<file path="src/rtl/pipe_cla_addsub_pkg.sv">
// Shared definitions for the pipelined CLA adder/subtractor.
// Contents:
//   SEG_W            width of one carry-look-ahead segment
//   OP_ADD..OP_SBB   operation encodings presented on in_op
//   sum_off/skw_w/skw_off
//                    offsets into the flattened per-stage registers.
//                    Every stage keeps a different number of bits, so the
//                    stages are packed back to back in one vector.
package pipe_cla_addsub_pkg;

  localparam int SEG_W = 16;

  localparam logic [1:0] OP_ADD = 2'b00;
  localparam logic [1:0] OP_ADC = 2'b01;
  localparam logic [1:0] OP_SUB = 2'b10;
  localparam logic [1:0] OP_SBB = 2'b11;

  // Stage k holds sum segments 0..k, i.e. (k+1)*SEG_W bits.
  function automatic int sum_off(int k);
    return SEG_W * k * (k + 1) / 2;
  endfunction

  // Stage k skew: A and b' segments k+1..seg-1 plus the two operand MSBs.
  function automatic int skw_w(int k, int seg);
    return 2 + 2 * (seg - 1 - k) * SEG_W;
  endfunction

  function automatic int skw_off(int k, int seg);
    int o;
    o = 0;
    for (int j = 0; j < k; j++) o += skw_w(j, seg);
    return o;
  endfunction

endpackage

</file>
<file path="src/rtl/cla_16bits.sv">
// 16-bit carry-look-ahead adder: four 4-bit groups with group
// generate/propagate feeding a second look-ahead level.
// Ports:
//   i_a, i_b  16-bit addends
//   i_cin     carry into bit 0
//   o_sum     16-bit sum
//   o_cout    carry out of bit 15
module cla_16bits (
  input  logic [15:0] i_a,
  input  logic [15:0] i_b,
  input  logic        i_cin,
  output logic [15:0] o_sum,
  output logic        o_cout
);
  logic [15:0] w_g;
  logic [15:0] w_p;
  logic [15:0] w_c;
  logic [3:0]  w_gg;
  logic [3:0]  w_gp;
  logic [4:0]  w_gc;

  assign w_g = i_a & i_b;
  assign w_p = i_a ^ i_b;

  for (genvar j = 0; j < 4; j++) begin : g_grp
    localparam int B = 4 * j;
    assign w_gg[j] = w_g[B+3] | (w_p[B+3] & w_g[B+2]) | (w_p[B+3] & w_p[B+2] & w_g[B+1])
                   | (w_p[B+3] & w_p[B+2] & w_p[B+1] & w_g[B]);
    assign w_gp[j] = &w_p[B +: 4];

    // Bit carries inside the group, driven by the group carry-in.
    assign w_c[B]   = w_gc[j];
    assign w_c[B+1] = w_g[B] | (w_p[B] & w_gc[j]);
    assign w_c[B+2] = w_g[B+1] | (w_p[B+1] & w_g[B]) | (w_p[B+1] & w_p[B] & w_gc[j]);
    assign w_c[B+3] = w_g[B+2] | (w_p[B+2] & w_g[B+1]) | (w_p[B+2] & w_p[B+1] & w_g[B])
                    | (w_p[B+2] & w_p[B+1] & w_p[B] & w_gc[j]);
  end

  // Second-level look-ahead across the four groups.
  assign w_gc[0] = i_cin;
  assign w_gc[1] = w_gg[0] | (w_gp[0] & i_cin);
  assign w_gc[2] = w_gg[1] | (w_gp[1] & w_gg[0]) | (w_gp[1] & w_gp[0] & i_cin);
  assign w_gc[3] = w_gg[2] | (w_gp[2] & w_gg[1]) | (w_gp[2] & w_gp[1] & w_gg[0])
                 | (w_gp[2] & w_gp[1] & w_gp[0] & i_cin);
  assign w_gc[4] = w_gg[3] | (w_gp[3] & w_gg[2]) | (w_gp[3] & w_gp[2] & w_gg[1])
                 | (w_gp[3] & w_gp[2] & w_gp[1] & w_gg[0])
                 | (w_gp[3] & w_gp[2] & w_gp[1] & w_gp[0] & i_cin);

  assign o_sum  = w_p ^ w_c;
  assign o_cout = w_gc[4];
endmodule

</file>
<file path="src/rtl/pipe_cla_addsub.sv">
// Pipelined add/subtract: one 16-bit CLA segment resolved per stage, carry
// registered between stages, valid/ready handshake with a single global
// stall enable. Latency WIDTH/16 cycles, one operation per cycle.
// Ports:
//   clk, rst                 clock, synchronous active-high reset
//   in_valid/in_ready        input handshake (in_ready = !out_valid | out_ready)
//   in_op, in_a, in_b, in_cin  operation, operands, carry/borrow in
//   out_valid/out_ready      output handshake
//   out_sum, out_cout, out_ovf, out_zero  result and flags
module pipe_cla_addsub
  import pipe_cla_addsub_pkg::*;
#(
  parameter int WIDTH = 32
) (
  input  logic             clk,
  input  logic             rst,
  input  logic             in_valid,
  output logic             in_ready,
  input  logic [1:0]       in_op,
  input  logic [WIDTH-1:0] in_a,
  input  logic [WIDTH-1:0] in_b,
  input  logic             in_cin,
  output logic             out_valid,
  input  logic             out_ready,
  output logic [WIDTH-1:0] out_sum,
  output logic             out_cout,
  output logic             out_ovf,
  output logic             out_zero
);
  localparam int SEG    = WIDTH / SEG_W;
  localparam int SUM_T  = sum_off(SEG);
  localparam int SKW_T  = skw_off(SEG, SEG);
  localparam int SUM_LO = sum_off(SEG - 1);
  localparam int MSB_LO = skw_off(SEG - 1, SEG);

  logic             w_en;
  logic [WIDTH-1:0] w_bx;
  logic             w_c0;
  logic [SEG-1:0]   w_vld_nx;
  logic [SEG-1:0]   w_co_nx;
  logic [SUM_T-1:0] w_sum_nx;
  logic [SKW_T-1:0] w_skw_nx;
  logic             w_zero_nx;
  logic [1:0]       w_msb_out;

  logic [SEG-1:0]   r_vld;
  logic [SEG-1:0]   r_co;
  logic [SUM_T-1:0] r_sum;
  logic [SKW_T-1:0] r_skw;
  logic             r_zero;

  assign w_en     = !r_vld[SEG-1] || out_ready;
  assign in_ready = w_en;

  assign w_bx = (in_op == OP_SUB || in_op == OP_SBB) ? ~in_b : in_b;

  always_comb begin
    w_c0 = 1'b0;
    case (in_op)
      OP_ADC:  w_c0 = in_cin;
      OP_SUB:  w_c0 = 1'b1;
      OP_SBB:  w_c0 = ~in_cin;
      default: w_c0 = 1'b0;
    endcase
  end

  for (genvar k = 0; k < SEG; k++) begin : g_stg
    localparam int HI_W = (SEG - k) * SEG_W;  // operand segments k..SEG-1
    localparam int SU_W = (k + 1) * SEG_W;
    localparam int SU_O = sum_off(k);
    localparam int SK_W = skw_w(k, SEG);
    localparam int SK_O = skw_off(k, SEG);

    logic [HI_W-1:0]  w_ain;
    logic [HI_W-1:0]  w_bin;
    logic [1:0]       w_msb;  // {A msb, b' msb}
    logic             w_ci;
    logic [SEG_W-1:0] w_s;
    logic             w_co;

    if (k == 0) begin : g_in
      localparam int PO = 0;
      assign w_ain    = in_a;
      assign w_bin    = w_bx;
      assign w_msb    = {in_a[WIDTH-1], w_bx[WIDTH-1]};
      assign w_ci     = w_c0;
      assign w_vld_nx[k] = in_valid;
      assign w_sum_nx[SU_O +: SU_W] = w_s;
    end else begin : g_in
      // Previous stage skew layout, LSB first: msbs, b' segments, A segments.
      localparam int PO = skw_off(k - 1, SEG);
      assign w_msb    = r_skw[PO +: 2];
      assign w_bin    = r_skw[PO + 2 +: HI_W];
      assign w_ain    = r_skw[PO + 2 + HI_W +: HI_W];
      assign w_ci     = r_co[k-1];
      assign w_vld_nx[k] = r_vld[k-1];
      assign w_sum_nx[SU_O +: SU_W] = {w_s, r_sum[sum_off(k - 1) +: k * SEG_W]};
    end

    cla_16bits u_cla (
      .i_a    (w_ain[SEG_W-1:0]),
      .i_b    (w_bin[SEG_W-1:0]),
      .i_cin  (w_ci),
      .o_sum  (w_s),
      .o_cout (w_co)
    );

    assign w_co_nx[k] = w_co;

    if (k < SEG - 1) begin : g_sk
      assign w_skw_nx[SK_O +: SK_W] = {w_ain[HI_W-1:SEG_W], w_bin[HI_W-1:SEG_W], w_msb};
    end else begin : g_sk
      // Last stage only keeps the MSBs for the overflow flag.
      assign w_skw_nx[SK_O +: SK_W] = w_msb;
    end
  end

  assign w_zero_nx = ~|w_sum_nx[SUM_LO +: WIDTH];

  // Data registers advance with bubbles too; only the stall freezes them.
  always_ff @(posedge clk) begin
    if (rst) begin
      r_vld  <= '0;
      r_co   <= '0;
      r_sum  <= '0;
      r_skw  <= '0;
      r_zero <= 1'b0;
    end else if (w_en) begin
      r_vld  <= w_vld_nx;
      r_co   <= w_co_nx;
      r_sum  <= w_sum_nx;
      r_skw  <= w_skw_nx;
      r_zero <= w_zero_nx;
    end
  end

  assign w_msb_out = r_skw[MSB_LO +: 2];

  assign out_valid = r_vld[SEG-1];
  assign out_sum   = r_sum[SUM_LO +: WIDTH];
  assign out_cout  = r_co[SEG-1];
  assign out_ovf   = (w_msb_out[1] == w_msb_out[0]) && (out_sum[WIDTH-1] != w_msb_out[1]);
  assign out_zero  = r_zero;
endmodule

</file>
<file path="config.mk">
export PLATFORM = sky130hd
export DESIGN_NAME = pipe_cla_addsub
export DESIGN_NICKNAME = d
export VERILOG_FILES = /design/src/rtl/pipe_cla_addsub_pkg.sv /design/src/rtl/cla_16bits.sv /design/src/rtl/pipe_cla_addsub.sv
export SDC_FILE = /design/constraint.sdc
export NUM_CORES = 1
export LEC_CHECK = 0
export BUFFER_PORTS_ARGS = -buffer_cell sky130_fd_sc_hd__buf_4
export CAP_MARGIN = 20
export CORE_MARGIN = 3
export CORE_UTILIZATION = 50
export CTS_CLUSTER_DIAMETER = 40
export DETAILED_ROUTE_END_ITERATION = 6
export HOLD_SLACK_MARGIN = 0.05
export PLACE_DENSITY = 0.81
export SYNTH_ARGS = -nofsm -noshare
export SYNTH_HDL_FRONTEND = slang
export SYNTH_HIERARCHICAL = 1
export SYNTH_SLANG_ARGS = --single-unit
</file>
<file path="constraint.sdc">
create_clock -name clk -period 4 [get_ports clk]
set_clock_uncertainty 0.1 [all_clocks]
set_input_delay 0.6 -clock clk [delete_from_list [all_inputs] [get_ports clk]]
set_output_delay 0.6 -clock clk [all_outputs]
set_load 0.01 [all_outputs]
</file>
[Word level (Yosys, flattened, before mapping)]
Cells that the tools add are included.
Storage, ports and cells
  flip-flop bits (word level): 89
  bits of input ports: 71
  output and inout port bits: 37
  logic and storage cells: 270
Cells by class
  eq/ne operators: 5
  mux-type cells: 2
  bitwise logic cells: 244
  reductions and logical operators: 14
Operator list (count)
  $and 1x1->1: 144
  $or 1x1->1: 92
  $xor 16x16->16: 4
  $and 16x16->16: 2
  $mux 32: 1
  $not 32->32: 1
  $reduce_and 4->1: 8
  $reduce_or 32->1: 1
  $eq 2x2->1 const B: 2
  $pmux 1 s3: 1
  $eq 2x1->1 const B: 1
  $logic_not 1->1: 2
  $logic_or 1x1->1: 2
  $eq 1x1->1: 1
  $logic_and 1x1->1: 1
  $ne 1x1->1: 1
  $not 1->1: 1

[Depth between registers and ports, before layout]
Gate-level depths: netlist of the first run.
  depth after elaboration: 15
  mapped depth: 13
  gate-level depth less buffers: 11

[By module]
Netlist of the first run, hierarchy kept.
By module, submodules not included
  pipe_cla_addsub: instances 1, cells an instance 446, area each 3721.1 µm², seq. area each 1741.7 µm²
  cla_16bits (g_stg[1].u_cla): instances 1, cells an instance 78, area each 639.4 µm², seq. area each 0.0 µm²
  cla_16bits (g_stg[0].u_cla): instances 1, cells an instance 74, area each 634.4 µm², seq. area each 0.0 µm²

[Worst setup path after synthesis of the first run]
OpenSTA, ideal clock, no wires.
  kind: input to register
  start point: input in_op[1]
  end point: register r_sum[13]
  library setup time: 70 ps
  arrival time: 2964 ps
  required time: 3830 ps
  slack: 866 ps
  stages: 13
  path buffers: 3
  cells stage by stage: buf_4 buf_6 buf_4 xor2_1 ha_1 a21o_1 a21o_1 a21o_1 a31o_2 fa_1 xor2_1 nand2_1 a21oi_1
On the way
  elaborated cells on any way between the ends: 46
  classes of those cells: 3 x eq/ne; 2 x mux; 37 x bitwise; 4 x reduce/logical
RTL lines
  start, declared: RTL line pipe_cla_addsub.sv:19  | input logic [1:0] in_op,
  $eq 2x2->1: RTL line pipe_cla_addsub.sv:55  | assign w_bx = (in_op == OP_SUB || in_op == OP_SBB) ? ~in_b : in_b;
  $logic_or 1x1->1 (*): RTL line pipe_cla_addsub.sv:55
  $mux 32 (*): RTL line pipe_cla_addsub.sv:55
  net g_stg[0].w_bin[9]: RTL line pipe_cla_addsub.sv:75  | logic [HI_W-1:0] w_bin;
  $and 16x16->16 or $xor 16x16->16 (tied branches): RTL line cla_16bits.sv:22, cla_16bits.sv:23
  $and 1x1->1, on equally long branches: RTL line cla_16bits.sv:27, cla_16bits.sv:28
  $or 1x1->1 or $and 1x1->1 (tied branches): RTL line cla_16bits.sv:27, cla_16bits.sv:28
  $or 1x1->1: RTL line cla_16bits.sv:28  | | (w_p[B+3] & w_p[B+2] & w_p[B+1] & w_g[B]);
  $or 1x1->1 (2 in a row): RTL line cla_16bits.sv:43  | assign w_gc[3] = w_gg[2] | (w_gp[2] & w_gg[1]) | (w_gp[2] & w_gp[1] & w_gg[0])
  $or 1x1->1 (*): RTL line cla_16bits.sv:44  | | (w_gp[2] & w_gp[1] & w_gp[0] & i_cin);
  $and 1x1->1 (*): RTL line cla_16bits.sv:33  | assign w_c[B+1] = w_g[B] | (w_p[B] & w_gc[j]);
  $or 1x1->1 (*): RTL line cla_16bits.sv:33
  $xor 16x16->16 (*): RTL line cla_16bits.sv:49  | assign o_sum = w_p ^ w_c;
  net g_stg[0].w_s[13]: RTL line pipe_cla_addsub.sv:78  | logic [SEG_W-1:0] w_s;
  end signal, assigned: RTL line pipe_cla_addsub.sv:131  | r_sum <= w_sum_nx;
  end, declared: RTL line pipe_cla_addsub.sv:48  | logic [SUM_T-1:0] r_sum;
The timed path passes the listed nets; every way through them passes the cells marked *.
A chain may end at the register's enable or synchronous reset.

[Worst setup path after layout of the first run]
  start point: input in_op[1]
  end point: register r_sum[13]
On the way
  elaborated cells on any way between the ends: 46
  classes of those cells: 3 x eq/ne; 2 x mux; 37 x bitwise; 4 x reduce/logical
RTL lines
  $eq 2x2->1: RTL line pipe_cla_addsub.sv:55
  $logic_or 1x1->1 (*): RTL line pipe_cla_addsub.sv:55
  $mux 32 (*): RTL line pipe_cla_addsub.sv:55
  net g_stg[0].w_bin[0]: RTL line pipe_cla_addsub.sv:75
  $and 16x16->16: RTL line cla_16bits.sv:22  | assign w_g = i_a & i_b;
  $and 1x1->1: RTL line cla_16bits.sv:28
  $or 1x1->1: RTL line cla_16bits.sv:28
  $and 1x1->1: RTL line cla_16bits.sv:43
  $or 1x1->1: RTL line cla_16bits.sv:43
  $or 1x1->1 (*): RTL line cla_16bits.sv:44
  $and 1x1->1 (*): RTL line cla_16bits.sv:33
  $or 1x1->1 (*): RTL line cla_16bits.sv:33
  $xor 16x16->16 (*): RTL line cla_16bits.sv:49
  net g_stg[0].w_s[13]: RTL line pipe_cla_addsub.sv:78
Marked as above.

==> results.toml, run 1 <==
[outcome]
status = "finished clean"

[timing]
max_freq_mhz = 330
rsz0062_at_grt = "false"
period_share = 0.758
holdWs_ps = 352
setup_viol = 0
final.setup.tns_ps = 0
tightest_slew_ps = 932
hold_violations = 0
period_needed_ps = 3030
slew_violations = 0
maxSlewHeadroom = 0.378

[cts]
h-tree-depth = 3
numClockSinks = 87
clk_path_buf_depth = 2
cts_tree = "yes"
post_cts_buffers = 0
cts_resized = 0
holdBufCountCts = 0
cts-buffers-inserted = 9
clk-insertion-delay-late_ps = 340
path_clk_slew_ps = 90
ctsRootBufferMaster = "clkbuf_8"

[power_and_ir_drop]
power_density_nw_per_um2 = 400
p_total_uw = 2280
ir_drop_mv = 0.177
cellLeakagePower_uw = 0.00262

[logic_synthesis]
netlist_instances = 598
synth_edf_count = 0
synth_cell_types = 40
synth_warnings = 6
ys_seq_area_frac = 0.349
synth-main-ff-cell = "dfxtp_1"
syn_area_per_cell_um2 = 8.35
async_reset_ff_frac = 0
synthesis.nets = 709
synth_seq_cells = 87
synth_area_um2 = 4990

[detailed_routing]
via_per_inst = 5.12
drt_pass1_iterations = 4
wl_per_cell_um = 13.9
antenna_left = 0
route.detailed.drc = 0
wl_um = 10900
drtIter0Drc = 166
vias = 4031

[grt]
globalRouteOverflowTotal = 0
grt_pass1_vias = 3788
grt_max_degree = 89
grt_pass1_wl_um = 18000
grt_usage = 0.196
antenna_found_initial = 0

[floorplan]
die_h_um = 106
ios = 108
start_util = 0.528
die_w_um = 106
die-area_um2 = 11200
fp-row-count = 35
coreArea_um2 = 9460

[finish]
n_fill_cell = 852
diodes = 0
final_nets = 764
final_common_cell = "nand2_1"
drive_gt1_frac = 0.220
layout_common_cells = "nand2_1 (144), buf_4 (109), dfxtp_1 (87)"
final_cell_count_no_fill = 787
area_delta_synth_final_pct = 14.2
utilization = 0.603

[worst_hold_path]
hold_path.class = "reg -> reg"

[placement]
io_buffers = 107
dpl.hpwl_um = 8090
dpl.cell_count = 771
globalplace.congestion = 0.883

[setup_path]
crit_required_ps = 4100
crit_fanout = 33
crit_arrival_ps = 3130
crit_path_end_kind = "flip-flop"
crit_type = "in -> reg"
startpoint_type = "primary input"

[run]
max_cap_viol_count = 0
-- Yosys cell counts, types with 2 or more instances --
| master | n | area share |
|---|---|---|
| nand2_1 | 144 | 0.11 |
| xor2_1 | 27 | 0.047 |
| a31o_2 | 3 | 0.0053 |
| o21ai_0 | 9 | 0.0090 |
| buf_2 | 8 | 0.0080 |
| a21oi_2 | 2 | 0.0035 |
| o21bai_1 | 2 | 0.0030 |
| buf_4 | 35 | 0.053 |
| fa_1 | 8 | 0.032 |
| buf_6 | 11 | 0.025 |
| nor4_1 | 7 | 0.0088 |
| ha_1 | 32 | 0.080 |
| clkbuf_1 | 11 | 0.0083 |
| inv_1 | 11 | 0.0083 |
| a21oi_1 | 81 | 0.081 |
| o21ai_1 | 4 | 0.0040 |
| dfxtp_1 | 87 | 0.35 |
| nand3_1 | 4 | 0.0040 |
| a21o_1 | 10 | 0.015 |
| nor2_1 | 30 | 0.023 |
| nand3b_1 | 2 | 0.0030 |
| a211oi_2 | 11 | 0.028 |
| xnor2_1 | 28 | 0.049 |
| nor3_1 | 4 | 0.0040 |
| or3_1 | 2 | 0.0025 |
| nand2b_1 | 2 | 0.0025 |
| nand4_1 | 2 | 0.0025 |
| a211oi_1 | 9 | 0.014 |
-- layer usage --
layer / vias to the layer above / GRT usage / share of wire
li1: 2078 / - / -
met1: 1835 / 0.271 / 0.48
met2: 109 / 0.312 / 0.45
met3: 9 / 0.0419 / 0.059
met4: 0 / 0.0564 / 0.012
met5: - / 0 / 0
-- per-stage QoR --
stage / instance area [um^2] / worst slack, ps
5_1_grt: 5710 / 706
6_report: 5710 / 969
3_3_place_gp: 5510 / 709
4_1_cts: 5710 / 985
2_1_floorplan: 4990 / 866
3_5_place_dp: 5510 / 612
-- cells by family after synthesis --
kind of cell,count (synthesis),synth area share
AOI/OAI and AO/OA,137,0.173
DFF,87,0.349
and+or+nand+nor,202,0.167
xor gates and xnor gates,55,0.0964
buffers and inverters,77,0.103
adders and majority gates,40,0.112
-- flip-flops by register name (all words and copies together) (netlist names) --
register,count
out_zero,1
r_vld,2
r_skw,34
r_co,2
r_sum,48
-- final timing paths --
path	from	endpoint	slack [ps]	cells past startpoint
min	r_sum[38]	r_sum[38]	350	2
max	in_op[1]	r_sum[13]	970	11
min reg2reg	r_sum[38]	r_sum[38]	350	2
max reg2reg	r_skw[18]	out_zero	1070	11
-- critical path, stage by stage --
cell,delay (ps)
buf_4,440
xor2_1,260
ha_1,290
a211oi_2,270
o21ai_1,110
a21o_1,230
a31o_2,280
fa_1,380
xor2_1,150
nand2_1,60
a21oi_1,60
-- layout make-up --
class                      count  area (um^2)  area share
sequential                    87         1740       0.305
clock inverter                 5         57.6      0.0101
multi-input combinational    434         2740       0.480
inverter                      12         47.5     0.00833
tap                          129          161      0.0283
clock buffer                  11          141      0.0248
timing repair buffer         109          818       0.143
-- power by group --
group	switching (uW)	total (uW)	internal, uW
Sequential	74.2	1040	966
Combinational	325	626	301
Clock	311	617	306
No activity file was read; power rests on OpenSTA's default activity.
==> run 2: changes to the inputs <==
==> constraint.sdc (replaced) <==
create_clock -name clk -period 3.1 [get_ports clk]
set_clock_uncertainty 0.1 [all_clocks]
set_input_delay 0.465 -clock clk [delete_from_list [all_inputs] [get_ports clk]]
set_output_delay 0.465 -clock clk [all_outputs]
set_load 0.01 [all_outputs]
==> results.toml, run 2 (synthesis results as in run 1) <==
[outcome]
status = "finished clean"

[power_and_ir_drop]
power_density_nw_per_um2 = 506
clkPwrFrac = 0.254
swShare = 0.326
pwr-share-seq = 0.462
p_total_uw = 2900
cellLeakagePower_uw = 0.00262
ir_drop_mv = 0.264
intPower_uw = 1960
power.net_switching_uw = 946
comb_power_share = 0.284

[cts]
h-tree-depth = 3
clk-insertion-delay-late_ps = 350
cts_tree = "yes"
clk_path_buf_depth = 2
numClockSinks = 87
ctsRootBufferMaster = "clkbuf_8"
path_clk_slew_ps = 90
cts-buffers-inserted = 9

[detailed_routing]
wl_um = 11200
route.met2.wl_um = 4990
dr_wl_met3_um = 738
highest_layer = "met4"
vias = 4038
wl_per_cell_um = 14.1
route.detailed.drc = 0
met1_length_um = 5340
drtIter0Drc = 209
antenna_left = 0
via_per_inst = 5.10
drt_pass1_iterations = 4

[setup_path]
cp-startpoint = "r_skw[18]"
crit_path_end_kind = "flip-flop"
crit_required_ps = 3260
reg2reg_slack_ps = 140
r2r_end = "out_zero"
startpoint_type = "flip-flop"
crit_fanout = 3
regToRegStartpoint = "r_skw[18]"
crit_arrival_ps = 3120
crit_type = "reg -> reg"
worstRegToRegCells = 11

[finish]
final_common_cell = "nand2_1"
final_nets = 768
area_delta_synth_final_pct = 14.7
diodes = 0
largest-register = "r_sum"
drive_gt1_frac = 0.230
reg_top3 = "r_sum (48), r_skw (34)"
layout_common_cells = "nand2_1 (144), buf_4 (113), dfxtp_1 (87)"
largest_register_ffs = 48

[timing]
period_needed_ps = 2960
hold_violations = 0
period_share = 0.955
final.setup.tns_ps = 0
slew_violations = 0
maxSlewHeadroom = 0.369
setup_viol = 0
tightest_slew_ps = 947
max_freq_mhz = 338

[placement]
dpl.hpwl_um = 8310
io_buffers = 107
globalplace.congestion = 0.878

[worst_hold_path]
hold_path.class = "in -> reg"
whs_path_depth = 3
whs_endpoint = "r_skw[24]"
hp-start = "in_a[22]"

[floorplan]
coreArea_um2 = 9460
die_w_um = 106
start_util = 0.528
ios = 108
die_h_um = 106
fp-row-count = 35
die-area_um2 = 11200

[run]
max_cap_viol_count = 0

[grt]
grt_pass1_wl_um = 18900
grt_pass1_vias = 3973
antenna_found_initial = 0
grt_usage = 0.203
grt_max_degree = 89
globalRouteOverflowTotal = 0
## run 2: what timing repair did
action                                  in CTS  in global routing
resized for setup                            0                  2
buffers inserted                             0                  2
hold buffers                                 0                  0
endpoints found under the setup margin       0                  1
## run 2: final cells by class
class | count | area (um^2)
clock inverter | 6 | 45.0
timing repair buffer | 113 | 848
sequential | 87 | 1740
fill | 864 | 3730
tap | 129 | 161
inverter | 12 | 47.5
clock buffer | 10 | 138
multi-input combinational | 434 | 2750
## run 2: metal layers
metal  vias to the layer above  track usage
li1                       2081            -
met1                      1825        0.296
met2                       120        0.314
met3                        12       0.0358
met4                         0       0.0472
met5                         -            0
## run 2: how the worst max path moves through the flow
stage | cells past startpoint | end
3_3_place_gp | 11 | r_sum[13]
3_5_place_dp | 11 | r_sum[13]
6_report | 11 | out_zero
4_1_cts | 11 | out_zero
5_1_grt | 11 | out_zero
2_1_floorplan | 13 | r_sum[13]
## run 2: stage by stage
stage / cells / area, um^2 / util / setup slack, ps / hold WS, ps
4_1_cts: 789 / 5700 / 0.603 / 142 / 242
3_3_place_gp: 773 / 5520 / 0.584 / 159 / 339
5_1_grt: 791 / 5730 / 0.606 / -12.0 / 233
6_report: 791 / 5730 / 0.606 / 139 / 259
3_5_place_dp: 773 / 5520 / 0.584 / 51.5 / 347
2_1_floorplan: 598 / 4990 / - / 101 / 332
## run 2: worst max-delay path, cell delays in order, from the launching register on
cell,delay (ps)
dfxtp_1,340
ha_1,330
a211oi_2,260
o21ai_1,120
a21oi_2,250
o21ai_2,120
a21o_1,190
fa_1,370
xor2_1,200
nor4_2,250
nand3_1,110
o31ai_1,220
## run 2: power groups by stage
stage | clock network (uW) | logic (uW) | registers [uW]
4_1_cts | 753 | 816 | 1340
6_report | 738 | 824 | 1340
5_1_grt | 795 | 921 | 1360
3_3_place_gp | 0 | 788 | 1360
3_5_place_dp | 0 | 808 | 1370
2_1_floorplan | 0 | 618 | 1330
==> run 3: changes to the inputs <==
--- a/config.mk
+++ b/config.mk
@@ -5,10 +5,11 @@
 export SDC_FILE = /design/constraint.sdc
 export NUM_CORES = 1
 export LEC_CHECK = 0
-export BUFFER_PORTS_ARGS = -buffer_cell sky130_fd_sc_hd__buf_4
+export BUFFER_PORTS_ARGS = -buffer_cell sky130_fd_sc_hd__buf_2
 export CAP_MARGIN = 20
 export CORE_MARGIN = 3
 export CORE_UTILIZATION = 50
+export CTS_BUF_LIST = sky130_fd_sc_hd__clkbuf_16
 export CTS_CLUSTER_DIAMETER = 40
 export DETAILED_ROUTE_END_ITERATION = 6
 export HOLD_SLACK_MARGIN = 0.05
==> results.toml, run 3 (synthesis results as in run 1) <==
[power_and_ir_drop]
p_total_uw = 3180
pwr-share-seq = 0.421
power.net_switching_uw = 965
swShare = 0.303
power_density_nw_per_um2 = 568
cellLeakagePower_uw = 0.00262
ir_drop_mv = 0.347
clkPwrFrac = 0.335
comb_power_share = 0.243
intPower_uw = 2220

[detailed_routing]
route.detailed.drc = 0
highest_layer = "met5"
vias = 4113
antenna_left = 0
dr_wl_met3_um = 724
drt_pass1_iterations = 4
via_per_inst = 5.20
wl_per_cell_um = 14.0
drtIter0Drc = 183
route.met2.wl_um = 5090
wl_um = 11100
met1_length_um = 5090

[finish]
final_cell_area_um2 = 5600
area_delta_synth_final_pct = 12.0
layout_common_cells = "nand2_1 (144), buf_2 (107), dfxtp_1 (87)"
largest_register_ffs = 48
n_fill_cell = 868
diodes = 0
drive_gt1_frac = 0.227
final_nets = 768
final_common_cell = "nand2_1"
reg_top3 = "r_sum (48), r_skw (34)"
largest-register = "r_sum"
utilization = 0.592

[floorplan]
die-area_um2 = 11200
fp-row-count = 35
die_h_um = 106
start_util = 0.528
ios = 108
coreArea_um2 = 9460
die_w_um = 106

[timing]
max_freq_mhz = 343
hold_violations = 0
period_share = 0.941
setup_viol = 0
maxSlewHeadroom = 0.541
period_needed_ps = 2920
slew_violations = 0
tightest_slew_ps = 688

[setup_path]
cp-startpoint = "r_skw[18]"
r2r_end = "out_zero"
reg2reg_slack_ps = 180
crit_fanout = 3
startpoint_type = "flip-flop"
crit_arrival_ps = 3060
crit_path_end_kind = "flip-flop"
regToRegStartpoint = "r_skw[18]"
crit_type = "reg -> reg"
crit_required_ps = 3240
worstRegToRegCells = 11
endpoint = "out_zero"

[cts]
numClockSinks = 87
clk_path_buf_depth = 2
cts-buffers-inserted = 9
path_clk_slew_ps = 60
holdBufCountCts = 0
ctsRootBufferMaster = "clkbuf_16"
clk-insertion-delay-late_ps = 330
cts_tree = "yes"
h-tree-depth = 3

[outcome]
status = "finished clean"

[placement]
place_area_um2 = 5290
io_buffers = 107
dpl.hpwl_um = 8290
globalplace.congestion = 0.901

[grt]
globalRouteOverflowTotal = 0
grt_max_degree = 72
antenna_found_initial = 1
grt_usage = 0.197
grt_pass1_wl_um = 18100
grt_pass1_vias = 3933

[run]
max_cap_viol_count = 0

[worst_hold_path]
hold_path.class = "in -> reg"
## run 3: changes by cell type in the layout (fill, tap and decap cells not counted), moves of 2 or more
cell / delta
buf_12: +2
buf_2: +107
buf_4: -109
clkbuf_16: +9
clkbuf_8: -10
clkinvlp_4: -2
## run 3: layout make-up
cell class,count,area [um^2],area share
well taps,129,161,0.0288
multi-input cells,434,2740,0.490
clock buffers,9,225,0.0403
clock inverters,7,72.6,0.0130
repair buffers,113,606,0.108
inverters,12,47.5,0.00850
flip-flops and latches,87,1740,0.311
## run 3: repair_timing
item,in CTS,in global routing
resized for setup,0,2
endpoints found under the setup margin,0,1
buffers inserted,0,0
## run 3: through the flow
step / instances / hold slack, ps / setup WS (ps) / TNS, ps
after floorplan: 598 / 332 / 101 / 0
after global placement: 775 / 338 / 177 / 0
after detailed placement: 775 / 342 / 131 / 0
after CTS: 791 / 268 / 179 / 0
after global routing: 791 / 279 / -14.6 / -14.6
final: 791 / 276 / 184 / 0
## run 3: power by group through the flow
stage,clock network [uW],registers (uW),logic [uW]
after floorplan,0,1330,618
after global placement,0,1360,743
after detailed placement,0,1360,764
after CTS,1080,1340,775
after global routing,1130,1350,870
final,1070,1340,774
## run 3: metal layers
metal / global-route usage / up-vias
met2: 0.313 / 130
met3: 0.0395 / 16
met1: 0.268 / 1862
met5: 0 / -
li1: - / 2103
met4: 0.0657 / 2
## run 3: worst min path at each step
stage                     startpoint         to  slack, ps  cells past startpoint
final                       in_a[23]  r_skw[25]        280                      3
after CTS                   in_a[19]  r_skw[21]        270                      3
after global placement      r_vld[0]   r_vld[0]        340                      2
after global routing        in_a[23]  r_skw[25]        280                      3
after floorplan            r_sum[32]  r_sum[32]        330                      2
after detailed placement   r_sum[29]  r_sum[29]        340                      2
## run 3: critical path: stages, from the launching register on
cell      delay (ps)
dfxtp_1          330
ha_1             320
a211oi_2         220
o21ai_1          130
a21oi_2          240
o21ai_2          130
a21o_1           200
fa_1             370
xor2_1           190
nor4_1           260
nand3_1          130
o31ai_1          210
